### src/rtl/video_stream_sink_if.sv
// Avalon-ST pixel stream bundle: source drives beats, sink drives ready.
interface video_stream_sink_if #(
    parameter int DATA_W = 8
);
    logic              sink_valid;
    logic              sink_ready;
    logic              sink_startofpacket;
    logic              sink_endofpacket;
    logic [DATA_W-1:0] sink_data;

    modport master (
        output sink_valid,
        output sink_startofpacket,
        output sink_endofpacket,
        output sink_data,
        input  sink_ready
    );

    modport slave (
        input  sink_valid,
        input  sink_startofpacket,
        input  sink_endofpacket,
        input  sink_data,
        output sink_ready
    );
endinterface

### src/rtl/video_stream_sink.sv
// Avalon-ST video sink: framing check, frame-buffer writes, frame counting.
// Optional per-frame CRC-16-CCITT when VIDEO_STREAM_SINK_CRC_EN is defined.
module video_stream_sink #(
    parameter int WIDTH  = 640,
    parameter int HEIGHT = 480,
    parameter int DATA_W = 8,
    parameter int ADDR_W = 19
) (
    input  logic              clock,
    input  logic              reset,
    video_stream_sink_if.slave sink,
    input  logic              fb_busy,
    output logic              fb_we,
    output logic [ADDR_W-1:0] fb_addr,
    output logic [DATA_W-1:0] fb_wdata,
    output logic              frame_done,
    output logic [15:0]       frame_count,
    output logic              err_sop,
    output logic              err_eop,
    input  logic              err_clear,
    output logic [15:0]       frame_crc
);
    localparam int NPIX = WIDTH * HEIGHT;
    localparam logic [ADDR_W-1:0] LAST = ADDR_W'(NPIX - 1);
    localparam bit SINGLE = (NPIX == 1);

    localparam logic [1:0] S_IDLE   = 2'd0;
    localparam logic [1:0] S_ACTIVE = 2'd1;
    localparam logic [1:0] S_DRAIN  = 2'd2;

    logic [1:0]        state_q, state_d;
    logic [ADDR_W-1:0] cnt_q, cnt_d;
    logic              we_q;
    logic [ADDR_W-1:0] addr_q;
    logic [DATA_W-1:0] wdata_q;
    logic              done_q;
    logic [15:0]       fcnt_q;
    logic              esop_q, eeop_q;

    logic              acc;
    logic              sop, eop;
    logic              wr;
    logic [ADDR_W-1:0] wr_addr;
    logic              set_sop, set_eop;
    logic              good;

    assign sink.sink_ready = reset & ~fb_busy;
    assign acc = sink.sink_valid & sink.sink_ready;
    assign sop = sink.sink_startofpacket;
    assign eop = sink.sink_endofpacket;

    always_comb begin
        state_d = state_q;
        cnt_d   = cnt_q;
        wr      = 1'b0;
        wr_addr = cnt_q;
        set_sop = 1'b0;
        set_eop = 1'b0;
        good    = 1'b0;
        if (acc) begin
            if (sop) begin
                // A SOP always restarts the frame, whatever state we are in
                set_sop = (state_q != S_IDLE);
                wr      = 1'b1;
                wr_addr = '0;
                if (eop) begin
                    state_d = S_IDLE;
                    cnt_d   = '0;
                    if (SINGLE) good = 1'b1;
                    else        set_eop = 1'b1;
                end else if (SINGLE) begin
                    state_d = S_DRAIN;
                    cnt_d   = '0;
                    set_eop = 1'b1;
                end else begin
                    state_d = S_ACTIVE;
                    cnt_d   = ADDR_W'(1);
                end
            end else begin
                case (state_q)
                    S_IDLE: set_sop = 1'b1;
                    S_ACTIVE: begin
                        wr = 1'b1;
                        if (eop) begin
                            state_d = S_IDLE;
                            cnt_d   = '0;
                            if (cnt_q == LAST) good = 1'b1;
                            else               set_eop = 1'b1;
                        end else if (cnt_q == LAST) begin
                            state_d = S_DRAIN;
                            cnt_d   = '0;
                            set_eop = 1'b1;
                        end else begin
                            cnt_d = cnt_q + ADDR_W'(1);
                        end
                    end
                    S_DRAIN: if (eop) state_d = S_IDLE;
                    default: state_d = S_IDLE;
                endcase
            end
        end
    end

    always_ff @(posedge clock or negedge reset) begin
        if (!reset) begin
            state_q <= S_IDLE;
            cnt_q   <= '0;
            we_q    <= 1'b0;
            addr_q  <= '0;
            wdata_q <= '0;
            done_q  <= 1'b0;
            fcnt_q  <= '0;
            esop_q  <= 1'b0;
            eeop_q  <= 1'b0;
        end else begin
            state_q <= state_d;
            cnt_q   <= cnt_d;
            we_q    <= wr;
            done_q  <= good;
            if (wr) begin
                addr_q  <= wr_addr;
                wdata_q <= sink.sink_data;
            end
            if (good) fcnt_q <= fcnt_q + 16'd1;
            esop_q <= set_sop | (esop_q & ~err_clear);
            eeop_q <= set_eop | (eeop_q & ~err_clear);
        end
    end

    assign fb_we       = we_q;
    assign fb_addr     = addr_q;
    assign fb_wdata    = wdata_q;
    assign frame_done  = done_q;
    assign frame_count = fcnt_q;
    assign err_sop     = esop_q;
    assign err_eop     = eeop_q;

`ifdef VIDEO_STREAM_SINK_CRC_EN
    function automatic logic [15:0] crc_step(
        input logic [15:0]       c,
        input logic [DATA_W-1:0] d
    );
        logic [15:0] r;
        r = c;
        for (int i = DATA_W - 1; i >= 0; i--) begin
            r = {r[14:0], 1'b0} ^ ((r[15] ^ d[i]) ? 16'h1021 : 16'h0000);
        end
        return r;
    endfunction

    logic [15:0] crc_q, crc_base, crc_next, fcrc_q;

    assign crc_base = (acc & sop) ? 16'hFFFF : crc_q;
    assign crc_next = crc_step(crc_base, sink.sink_data);

    always_ff @(posedge clock or negedge reset) begin
        if (!reset) begin
            crc_q  <= 16'hFFFF;
            fcrc_q <= '0;
        end else begin
            if (wr)   crc_q  <= crc_next;
            if (good) fcrc_q <= crc_next;
        end
    end

    assign frame_crc = fcrc_q;
`else
    assign frame_crc = '0;
`endif
endmodule

### src/flat_wrapper.sv
// flat-port wrapper written by rule: the top's interface ports become plain ports
module video_stream_sink_flat 
#(
    parameter int WIDTH  = 640,
    parameter int HEIGHT = 480,
    parameter int DATA_W = 8,
    parameter int ADDR_W = 19
)
  (clock, reset, fb_busy, fb_we, fb_addr, fb_wdata, frame_done, frame_count, err_sop, err_eop, err_clear, frame_crc, sink_sink_valid, sink_sink_startofpacket, sink_sink_endofpacket, sink_sink_data, sink_sink_ready);
  video_stream_sink_if #(.DATA_W(DATA_W)) sink_i ();
  input  logic clock;
  input  logic reset;
  input  logic fb_busy;
  output logic fb_we;
  output logic [ADDR_W-1:0] fb_addr;
  output logic [DATA_W-1:0] fb_wdata;
  output logic frame_done;
  output logic [15:0] frame_count;
  output logic err_sop;
  output logic err_eop;
  input  logic err_clear;
  output logic [15:0] frame_crc;
  input wire logic [$bits(sink_i.sink_valid)-1:0] sink_sink_valid;
  input wire logic [$bits(sink_i.sink_startofpacket)-1:0] sink_sink_startofpacket;
  input wire logic [$bits(sink_i.sink_endofpacket)-1:0] sink_sink_endofpacket;
  input wire logic [$bits(sink_i.sink_data)-1:0] sink_sink_data;
  output wire logic [$bits(sink_i.sink_ready)-1:0] sink_sink_ready;
  assign sink_i.sink_valid = sink_sink_valid;
  assign sink_i.sink_startofpacket = sink_sink_startofpacket;
  assign sink_i.sink_endofpacket = sink_sink_endofpacket;
  assign sink_i.sink_data = sink_sink_data;
  assign sink_sink_ready = sink_i.sink_ready;
  video_stream_sink #(.WIDTH(WIDTH), .HEIGHT(HEIGHT), .DATA_W(DATA_W), .ADDR_W(ADDR_W)) u_core (.clock(clock), .reset(reset), .sink(sink_i), .fb_busy(fb_busy), .fb_we(fb_we), .fb_addr(fb_addr), .fb_wdata(fb_wdata), .frame_done(frame_done), .frame_count(frame_count), .err_sop(err_sop), .err_eop(err_eop), .err_clear(err_clear), .frame_crc(frame_crc));
endmodule
### config.mk
export PLATFORM = sky130hd
export DESIGN_NAME = video_stream_sink_flat
export DESIGN_NICKNAME = d
export VERILOG_FILES = /design/src/rtl/video_stream_sink_if.sv /design/src/rtl/video_stream_sink.sv /design/src/flat_wrapper.sv
export SDC_FILE = /design/constraint.sdc
export NUM_CORES = 1
export LEC_CHECK = 0
export ABC_AREA = 1
export ABC_CLOCK_PERIOD_IN_PS = 1900
export CORE_ASPECT_RATIO = 0.5
export CORE_MARGIN = 5
export CORE_UTILIZATION = 45
export CTS_CLUSTER_SIZE = 20
export DETAILED_ROUTE_END_ITERATION = 12
export PLACE_DENSITY_LB_ADDON = 0.2
export SLEW_MARGIN = 20
export SYNTH_ARGS = -nofsm -noshare
export SYNTH_HDL_FRONTEND = slang
export SYNTH_SLANG_ARGS = --single-unit
### constraint.sdc
create_clock -name clock -period 1.9 [get_ports clock]
set_clock_uncertainty 0.05 [all_clocks]
set_input_delay 0.285 -clock clock [delete_from_list [all_inputs] [get_ports clock]]
set_output_delay 0.285 -clock clock [all_outputs]
set_load 0.01 [all_outputs]
==> impl_metrics.yaml, run 1 <==
place:
  dpl_worst_slack_ns: -0.169
  globalplace.congestion: 0.904
  placed_cells: 590
  dp_hpwl_mm: 5.97
  numPortBuffers: 62
  dpl_cell_area_sq_um: 4370
cts:
  cts.sinks: 68
  cts_buffer_depth: 2
  clock_latency_ns: 0.33
  cts_tree: "done"
  h-tree-depth: 3
  root_buffer: "clkbuf_16"
  cts.clk_slew.worst_paths_ns: 0.05
  cts_inserted_buffers: 9
floorplanning:
  start_util_pct: 46.4
  die_w_um: 133
  ioPinCount: 79
  coreArea_sq_um: 7350
  die_h_um: 71.6
  row_count: 22
  die-area_sq_um: 9530
power_and_ir_drop:
  p_per_area_nw_per_um2: 798
  max-vdd-ir-drop_mv: 0.520
  p_leak_nw: 2.27
layout:
  final_cells: 611
  final_cell_area_sq_um: 4790
  antennaDiodeCount: 0
  final_nets: 531
  drive_gt1_share_pct: 17.9
  utilization_pct: 65.2
  area_delta_synth_final_pct: 40.3
  fill_cells: 619
outcome:
  violations: "setup timing"
  status: "complete, but fails checks"
timing:
  fmax_mhz: 482
  relSlewSlack_pct: 53.5
  rsz0062_at_grt: "true"
  finalHoldViolCount: 0
  finalCriticalPeriod_ns: 2.08
  fin_crit_sh_pct: 109
  slew_violations: 0
  fin_ws_ns: -0.175
  setup_viol: 14
  worst_pin_slew_ns: 0.698
detailed_routing:
  routedWlPerCell_um: 13.4
  drc: 0
  drt_pass1_iterations: 4
  drtIter0Drc: 148
  post_drt_via_cell_ratio: 4.84
  vias: 2959
  ant_nets: 0
  wirelength_mm: 8.16
synthesis:
  synth.distinct_cells: 35
  syn_area_sq_um: 3410
  syn_inst: 402
  ys_seq_area_share_pct: 49.9
  yosysWarnings: 0
  postSynthAreaPerCell_sq_um: 8.49
  synth_seq_cells: 68
global_routing:
  grt_pass1_vias: 2833
  track_usage_pct: 18.0
  grt_max_degree: 58
  grt-ovfl-total: 0
  grt_pass1_wl_mm: 13.5
  antenna_found_initial: 0
critical_path:
  path_class: "register to register"
  crit_path_start_kind: "register"
  rr_worst_depth: 9
  arrival_ns: 2.24
  required_ns: 2.07
  regToRegSetupSlack_ns: -0.18
  path_max_fanout: 4
  endpoint_kind: "register"
min_path:
  hp-class: "input port to asynchronous set/reset pin"
job:
  drv_cap: 0
==> state kept, by name, summed over array words and instances (netlist names) <==
register	cells
u_core.fb_wdata	8
u_core.state_q	2
u_core.frame_done	1
u_core.fb_we	1
u_core.err_sop	1
u_core.err_eop	1
u_core.cnt_q	19
u_core.frame_count	16
u_core.fb_addr	19
==> layer usage <==
layer | up-vias | routed length [um] | track usage [%]
met1 | 1392 | 3700 | 23.5
met5 | - | 0 | 0
met4 | 0 | 70 | 6.61
met3 | 7 | 462 | 6.38
met2 | 76 | 3920 | 27.9
li1 | 1484 | - | -
==> final cells by class <==
class	instances	area [sq um]	area share (%)
clock buffers	12	256	5.36
clock inverters	2	35.0	0.732
inverters	40	163	3.40
multi-input cells	281	1500	31.4
flip-flops and latches	68	1700	35.5
well taps	96	120	2.51
repair buffers	111	1000	20.9
repair inverters	1	8.76	0.183
==> stage by stage <==
step	hold slack, ns	power (mW)	TNS, ns
after floorplan	-0.0606	1.90	-0.295
after global placement	0.276	2.19	-0.665
after detailed placement	0.271	2.20	-1.24
after CTS	0.166	3.86	-0.901
after global routing	0.205	4.01	-3.44
final	0.130	3.82	-1.45
==> where the power goes <==
group          switching, mW  leakage [nW]  internal (mW)  total (mW)
Combinational          0.283          1.22          0.283       0.566
Sequential            0.0628         0.907           1.56        1.62
Clock                  0.568         0.145           1.07        1.64
==> cells in the mapped netlist, drive strengths merged <==
cell type | n | share of area (%)
o22ai | 2 | 0.37
a21oi | 10 | 1.8
dfrtp | 68 | 50
xor2 | 12 | 3.1
nor3 | 18 | 3.1
conb | 1 | 0.11
o211ai | 1 | 0.22
nand2 | 109 | 12
ha | 4 | 1.5
nand4 | 9 | 1.8
nand3 | 23 | 3.5
inv | 40 | 4.5
clkbuf | 1 | 0.11
nor2 | 44 | 5.1
xnor2 | 4 | 1.0
or2 | 1 | 0.18
buf | 27 | 5.8
nor4 | 1 | 0.18
o21ai | 11 | 1.7
and2 | 1 | 0.18
o31ai | 15 | 3.3
==> critical path, cell delays in order (launching register included) <==
cell,delay (ns)
dfrtp_1,0.37
inv_1,0.09
nand3_1,0.17
nor4_4,0.34
ha_2,0.22
nand2_2,0.06
nor3_4,0.22
nand4_1,0.21
o21ai_1,0.18
nand2_1,0.06
==> worst paths after layout <==
| path | from | endpoint |
|---|---|---|
| worst min-delay path | reset | u_core.fb_addr[15] |
| worst max-delay path | u_core.cnt_q[17] | u_core.frame_count[11] |
| max in group asynchronous | reset | u_core.frame_count[10] |
| worst min register to register | u_core.fb_wdata[1] | u_core.fb_wdata[1] |
| min in group clock | u_core.fb_wdata[1] | u_core.fb_wdata[1] |
| worst max register to register | u_core.cnt_q[17] | u_core.frame_count[11] |
==> cells by family after synthesis <==
group,count (synthesis),share of synthesized area [%]
other cells,1,0.110
flops,68,49.9
buf+inv,68,10.5
compound gates,39,7.40
fa+ha+maj,4,1.47
simple gates,206,26.6
xor+xnor,16,4.11
==> timing repair <==
item	CTS	global route
gates resized for setup	6	14
pin swaps	2	3
setup endpoints to repair	15	31
cloned	0	1
hold endpoints to repair	11	0
hold buffers	1	0
setup buffers	2	3
==> placed cells by master (no fill, tap or decap), drive strengths merged <==
master / count
o31ai: 15
o211ai: 1
nor3: 18
o22ai: 2
nor4: 1
nor2: 44
or2: 1
a21oi: 10
clkbuf: 12
clkdlybuf4s50: 61
conb: 16
clkinv: 2
xor2: 12
dfrtp: 68
nand3: 23
inv: 40
nand2: 109
buf: 49
o21ai: 11
dlygate4sd3: 1
nand4: 9
bufinv: 1
and2: 1
xnor2: 4
ha: 4
(Power assumes the default switching activity.)
==> run 2: changes to the inputs <==
--- a/config.mk
+++ b/config.mk
@@ -12,7 +12,7 @@
 export CORE_UTILIZATION = 45
 export CTS_CLUSTER_SIZE = 20
 export DETAILED_ROUTE_END_ITERATION = 12
-export PLACE_DENSITY_LB_ADDON = 0.2
+export PLACE_DENSITY = 0.77
 export SLEW_MARGIN = 20
 export SYNTH_ARGS = -nofsm -noshare
 export SYNTH_HDL_FRONTEND = slang
==> impl_metrics.yaml, run 2 (same netlist as run 1, synthesis figures left out) <==
critical_path:
  endpoint_kind: "register"
  path_max_fanout: 5
  arrival_ns: 2.30
  crit_path_start_kind: "register"
  cp-endpoint: "u_core.frame_count[4]"
  path_class: "register to register"
  slowest_stage: "dfrtp_1"
  worstReg2RegEnd: "u_core.frame_count[4]"
  crit_chain: "ha_2, nand2_2, nor2_4, nand2_2, nor4_4, ha_2, nand2_2, nor3_4, inv_2, buf_4, nor2_2, xor2_1"
  regToRegSetupSlack_ns: -0.19
  rr_worst_depth: 12
  max_stage_delay_ns: 0.35
  reg2reg_from: "u_core.cnt_q[0]"
  startpoint: "u_core.cnt_q[0]"
  crit_top_cell: "nand2_2"
  required_ns: 2.11
detailed_routing:
  post_drt_via_cell_ratio: 4.88
  drc: 0
  drtIter0Drc: 201
  ant_nets: 0
  vias: 2985
  wirelength_mm: 8.41
  drt_pass1_iterations: 5
  routedWlPerCell_um: 13.7
layout:
  final_cell_mix: "nand2_1, dfrtp_1, clkdlybuf4s50_1, buf_4, nor2_1"
  final_nets: 530
  final_cell_area_sq_um: 4730
  antennaDiodeCount: 0
  drive_gt1_share_pct: 17.4
  area_delta_synth_final_pct: 38.7
  mostFrequentLayoutCell: "nand2_1"
  utilization_pct: 64.4
  fill_cells: 578
  final_cells: 612
timing:
  finalHoldViolCount: 0
  finalCriticalPeriod_ns: 2.09
  setup_viol: 14
  slew_violations: 0
  fin_crit_sh_pct: 110
  rsz0062_at_grt: "true"
  relSlewSlack_pct: 45.8
  fin_ws_ns: -0.191
  worst_pin_slew_ns: 0.813
  fmax_mhz: 478
place:
  globalplace.congestion: 0.991
  dp_hpwl_mm: 6.02
  dpl_cell_area_sq_um: 4370
  placed_cells: 591
  numPortBuffers: 62
  dpl_worst_slack_ns: -0.158
floorplanning:
  start_util_pct: 46.4
  ioPinCount: 79
  die-area_sq_um: 9530
  row_count: 22
  die_h_um: 71.6
  die_w_um: 133
  coreArea_sq_um: 7350
power_and_ir_drop:
  max-vdd-ir-drop_mv: 0.432
  p_per_area_nw_per_um2: 807
  pwr-share-clk_pct: 43.1
  pwr-share-comb_pct: 14.6
  p_sw_mw: 0.929
  p_leak_nw: 2.24
  p_int_mw: 2.89
  seqPwrFrac_pct: 42.3
  p_sw_share_pct: 24.3
global_routing:
  grt_max_degree: 68
  grtUsageMet3_pct: 5.89
  grt_pass1_wl_mm: 13.6
  grt.busiest_layer: "met2"
  grt_pass1_vias: 2831
  met1_usage_pct: 23.5
  antenna_found_initial: 0
  grt-ovfl-total: 0
  track_usage_pct: 18.3
  grtUsageMet2_pct: 28.7
outcome:
  status: "complete, but fails checks"
  violations: "setup timing"
cts:
  root_buffer: "clkbuf_16"
  cts_tree: "done"
  cts.clk_slew.worst_paths_ns: 0.05
  clock_latency_ns: 0.33
  cts.sinks: 68
  cts_inserted_buffers: 9
  cts_buffer_depth: 2
  h-tree-depth: 3
min_path:
  hp-class: "input port to asynchronous set/reset pin"
job:
  drv_cap: 0
[run 2: cell count changes in the layout (fill, tap and decap cells not counted), sizes merged]
cell	delta
clkbuf	+4
clkinv	-2
bufinv	-1
[run 2: area by class of cell]
class	instances	area [sq um]	share of cell area, %
sequential	68	1700	35.9
clock buffer	16	302	6.37
inverter	40	158	3.33
timing repair buffer	111	986	20.8
tap	96	120	2.54
multi-input combinational	281	1470	31.0
[run 2: power groups by stage]
stage	Clock, mW	Sequential [mW]	Combinational, mW
2_1_floorplan	0	1.68	0.224
3_3_place_gp	0	1.64	0.550
3_5_place_dp	0	1.64	0.557
4_1_cts	1.67	1.62	0.562
5_1_grt	1.73	1.63	0.617
6_report	1.65	1.62	0.557
[run 2: timing repair]
action                     in CTS  in global routing
setup endpoints to repair      14                 29
resized for setup               5                  1
setup buffers                   2                  2
pin swaps                       0                  3
hold endpoints to repair        1                  0
hold buffers                    1                  0
[run 2: through the flow]
stage                     hold slack, ns  total power [mW]  setup TNS, ns
after detailed placement          0.0675              2.20          -2.13
after floorplan                  -0.0606              1.90         -0.295
final                              0.214              3.82          -1.45
after CTS                          0.242              3.85          -1.13
after global placement            0.0670              2.19          -1.15
after global routing               0.309              3.98          -4.72
[run 2: worst min path at each step]
stage,startpoint,endpoint,slack [ns],cells after the start
final,reset,u_core.cnt_q[15],0.21,2
after global routing,reset,u_core.cnt_q[15],0.31,2
after CTS,reset,u_core.fb_addr[8],0.24,2
after global placement,reset,u_core.err_eop,0.07,1
after floorplan,reset,u_core.cnt_q[0],-0.06,0
after detailed placement,reset,u_core.err_eop,0.07,1
[run 2: routing by layer]
metal  share of wire [%]  up-vias
li1                    -     1483
met1                  44     1375
met2                  46      106
met3                 7.1       21
met4                 2.4        0
met5                   0        -
[run 2: worst max-delay path: cells and delay by family, from the launching register on]
kind,cells,cell delay (ns)
and+or+nand+nor,7,0.76
adders and majority gates,2,0.41
DFF,1,0.35
buffers and inverters,2,0.29
xor gates and xnor gates,1,0.15
==> run 3: changes to the inputs <==
--- a/config.mk
+++ b/config.mk
@@ -7,12 +7,14 @@
 export LEC_CHECK = 0
 export ABC_AREA = 1
 export ABC_CLOCK_PERIOD_IN_PS = 1900
+export CELL_PAD_IN_SITES_DETAIL_PLACEMENT = 0
+export CELL_PAD_IN_SITES_GLOBAL_PLACEMENT = 1
 export CORE_ASPECT_RATIO = 0.5
 export CORE_MARGIN = 5
-export CORE_UTILIZATION = 45
+export CORE_UTILIZATION = 33
 export CTS_CLUSTER_SIZE = 20
 export DETAILED_ROUTE_END_ITERATION = 12
-export PLACE_DENSITY = 0.77
+export PLACE_DENSITY = 0.76
 export SLEW_MARGIN = 20
 export SYNTH_ARGS = -nofsm -noshare
 export SYNTH_HDL_FRONTEND = slang
==> impl_metrics.yaml, run 3 (same netlist as run 1, synthesis figures left out) <==
global_routing:
  grt_pass1_wl_mm: 14.6
  grt_pass1_vias: 2956
  track_usage_pct: 14.7
  grt_max_degree: 36
  grt-ovfl-total: 0
  antenna_found_initial: 0
detailed_routing:
  drt_pass1_iterations: 5
  ant_nets: 0
  wirelength_mm: 8.78
  drc: 0
  vias: 2996
  drtIter0Drc: 108
  post_drt_via_cell_ratio: 4.51
  routedWlPerCell_um: 13.2
timing:
  slew_violations: 0
  finalHoldViolCount: 9
  fin_ws_ns: -0.191
  setup_viol: 32
  fin_crit_sh_pct: 110
  fmax_mhz: 478
  holdWs_ns: -0.00984
  rsz0062_at_grt: "true"
  setup_tns_ns: -2.49
  finalCriticalPeriod_ns: 2.09
floorplanning:
  die_w_um: 154
  ioPinCount: 79
  coreArea_sq_um: 10100
  die-area_sq_um: 12600
  die_h_um: 81.9
  start_util_pct: 33.6
  row_count: 26
place:
  dpl_worst_slack_ns: -0.259
  dpl_cell_area_sq_um: 4460
  dp_hpwl_mm: 6.43
  numPortBuffers: 62
  globalplace.congestion: 0.865
cts:
  clock_latency_ns: 0.33
  cts_inserted_buffers: 9
  cts.clk_slew.worst_paths_ns: 0.06
  root_buffer: "clkbuf_16"
  cts.sinks: 68
  cts_tree: "done"
  h-tree-depth: 3
  cts_buffer_depth: 2
critical_path:
  path_max_fanout: 4
  slowest_stage: "dfrtp_1"
  rr_worst_depth: 12
  required_ns: 2.07
  path_class: "register to register"
  endpoint_kind: "register"
  crit_chain: "ha_2, nand2_2, nor2_4, nand2_2, nor4_4, ha_2, nand2_2, nor3_4, buf_6, buf_6, nand4_1, xnor2_1"
  max_stage_delay_ns: 0.36
  arrival_ns: 2.26
  crit_path_start_kind: "register"
  crit_top_cell: "nand2_2"
layout:
  mostFrequentLayoutCell: "nand2_1"
  antennaDiodeCount: 0
  drive_gt1_share_pct: 20.8
  final_cell_area_sq_um: 4980
  final_nets: 538
  final_cell_mix: "nand2_1, dfrtp_1, clkdlybuf4s50_1, buf_4, nor2_1"
  area_delta_synth_final_pct: 45.8
power_and_ir_drop:
  p_per_area_nw_per_um2: 781
  max-vdd-ir-drop_mv: 0.371
  totalPowerFinal_mw: 3.89
  p_leak_nw: 2.33
min_path:
  hp-class: "input port to asynchronous set/reset pin"
outcome:
  violations: "hold timing, setup timing"
  status: "complete, but fails checks"
job:
  drv_cap: 0
## run 3: cell count changes in the layout (fill, tap and decap cells not counted), moves of 3 or more
cell,delta
nand2_2,+3
buf_4,-3
buf_6,+8
nand2_1,-6
clkbuf_8,-3
## run 3: routing by layer
metal	global-route usage (%)	vias up	part of all wire, %
met1	17.9	1413	44
li1	-	1498	-
met2	25.4	70	49
met5	0	-	0
met4	5.29	0	2.1
met3	4.32	15	4.9
## run 3: power breakdown
part	internal, mW	switching (mW)
Combinational	0.285	0.287
Sequential	1.56	0.0630
Clock	1.08	0.614
Total	2.92	0.963
## run 3: metrics by stage
step	util, %	cells	hold WS (ns)
floorplan	-	417	-0.0606
global placement	44.0	637	0.358
detailed placement	44.0	637	0.358
CTS	47.8	659	0.00460
global route	49.0	664	0.0355
finish	49.0	664	-0.00984
## run 3: final timing paths
check	end	slack [ns]	start
max	u_core.frame_count[8]	-0.19	u_core.cnt_q[0]
min	u_core.fb_addr[1]	-0.01	reset
max reg2reg	u_core.frame_count[8]	-0.19	u_core.cnt_q[0]
min reg2reg	u_core.fb_wdata[3]	0.42	u_core.fb_wdata[3]
max in group asynchronous	u_core.fb_wdata[2]	0.97	reset
min in group clock	u_core.fb_wdata[3]	0.42	u_core.fb_wdata[3]
## run 3: area by class of cell
type / count / area (sq um)
repair buffers: 118 / 1090
repair inverters: 1 / 11.3
well taps: 140 / 175
multi-input cells: 281 / 1520
clock inverters: 4 / 47.5
flip-flops and latches: 68 / 1700
inverters: 40 / 168
fillers: 1007 / 5170
clock buffers: 12 / 256
## run 3: timing repair
action	in CTS	in global routing
endpoints found under the setup margin	16	31
buffers inserted	5	5
hold buffers	1	0
gates cloned	0	1
resized for setup	10	24
pin swaps	2	11
endpoints found under the hold margin	1	0
## run 3: worst max-delay path, delay by kind of cell (launching register included)
| family | cells | cell delay, ns |
|---|---|---|
| buf+inv | 2 | 0.24 |
| xor+xnor | 1 | 0.14 |
| fa+ha+maj | 2 | 0.41 |
| simple gates | 7 | 0.78 |
| flops | 1 | 0.36 |
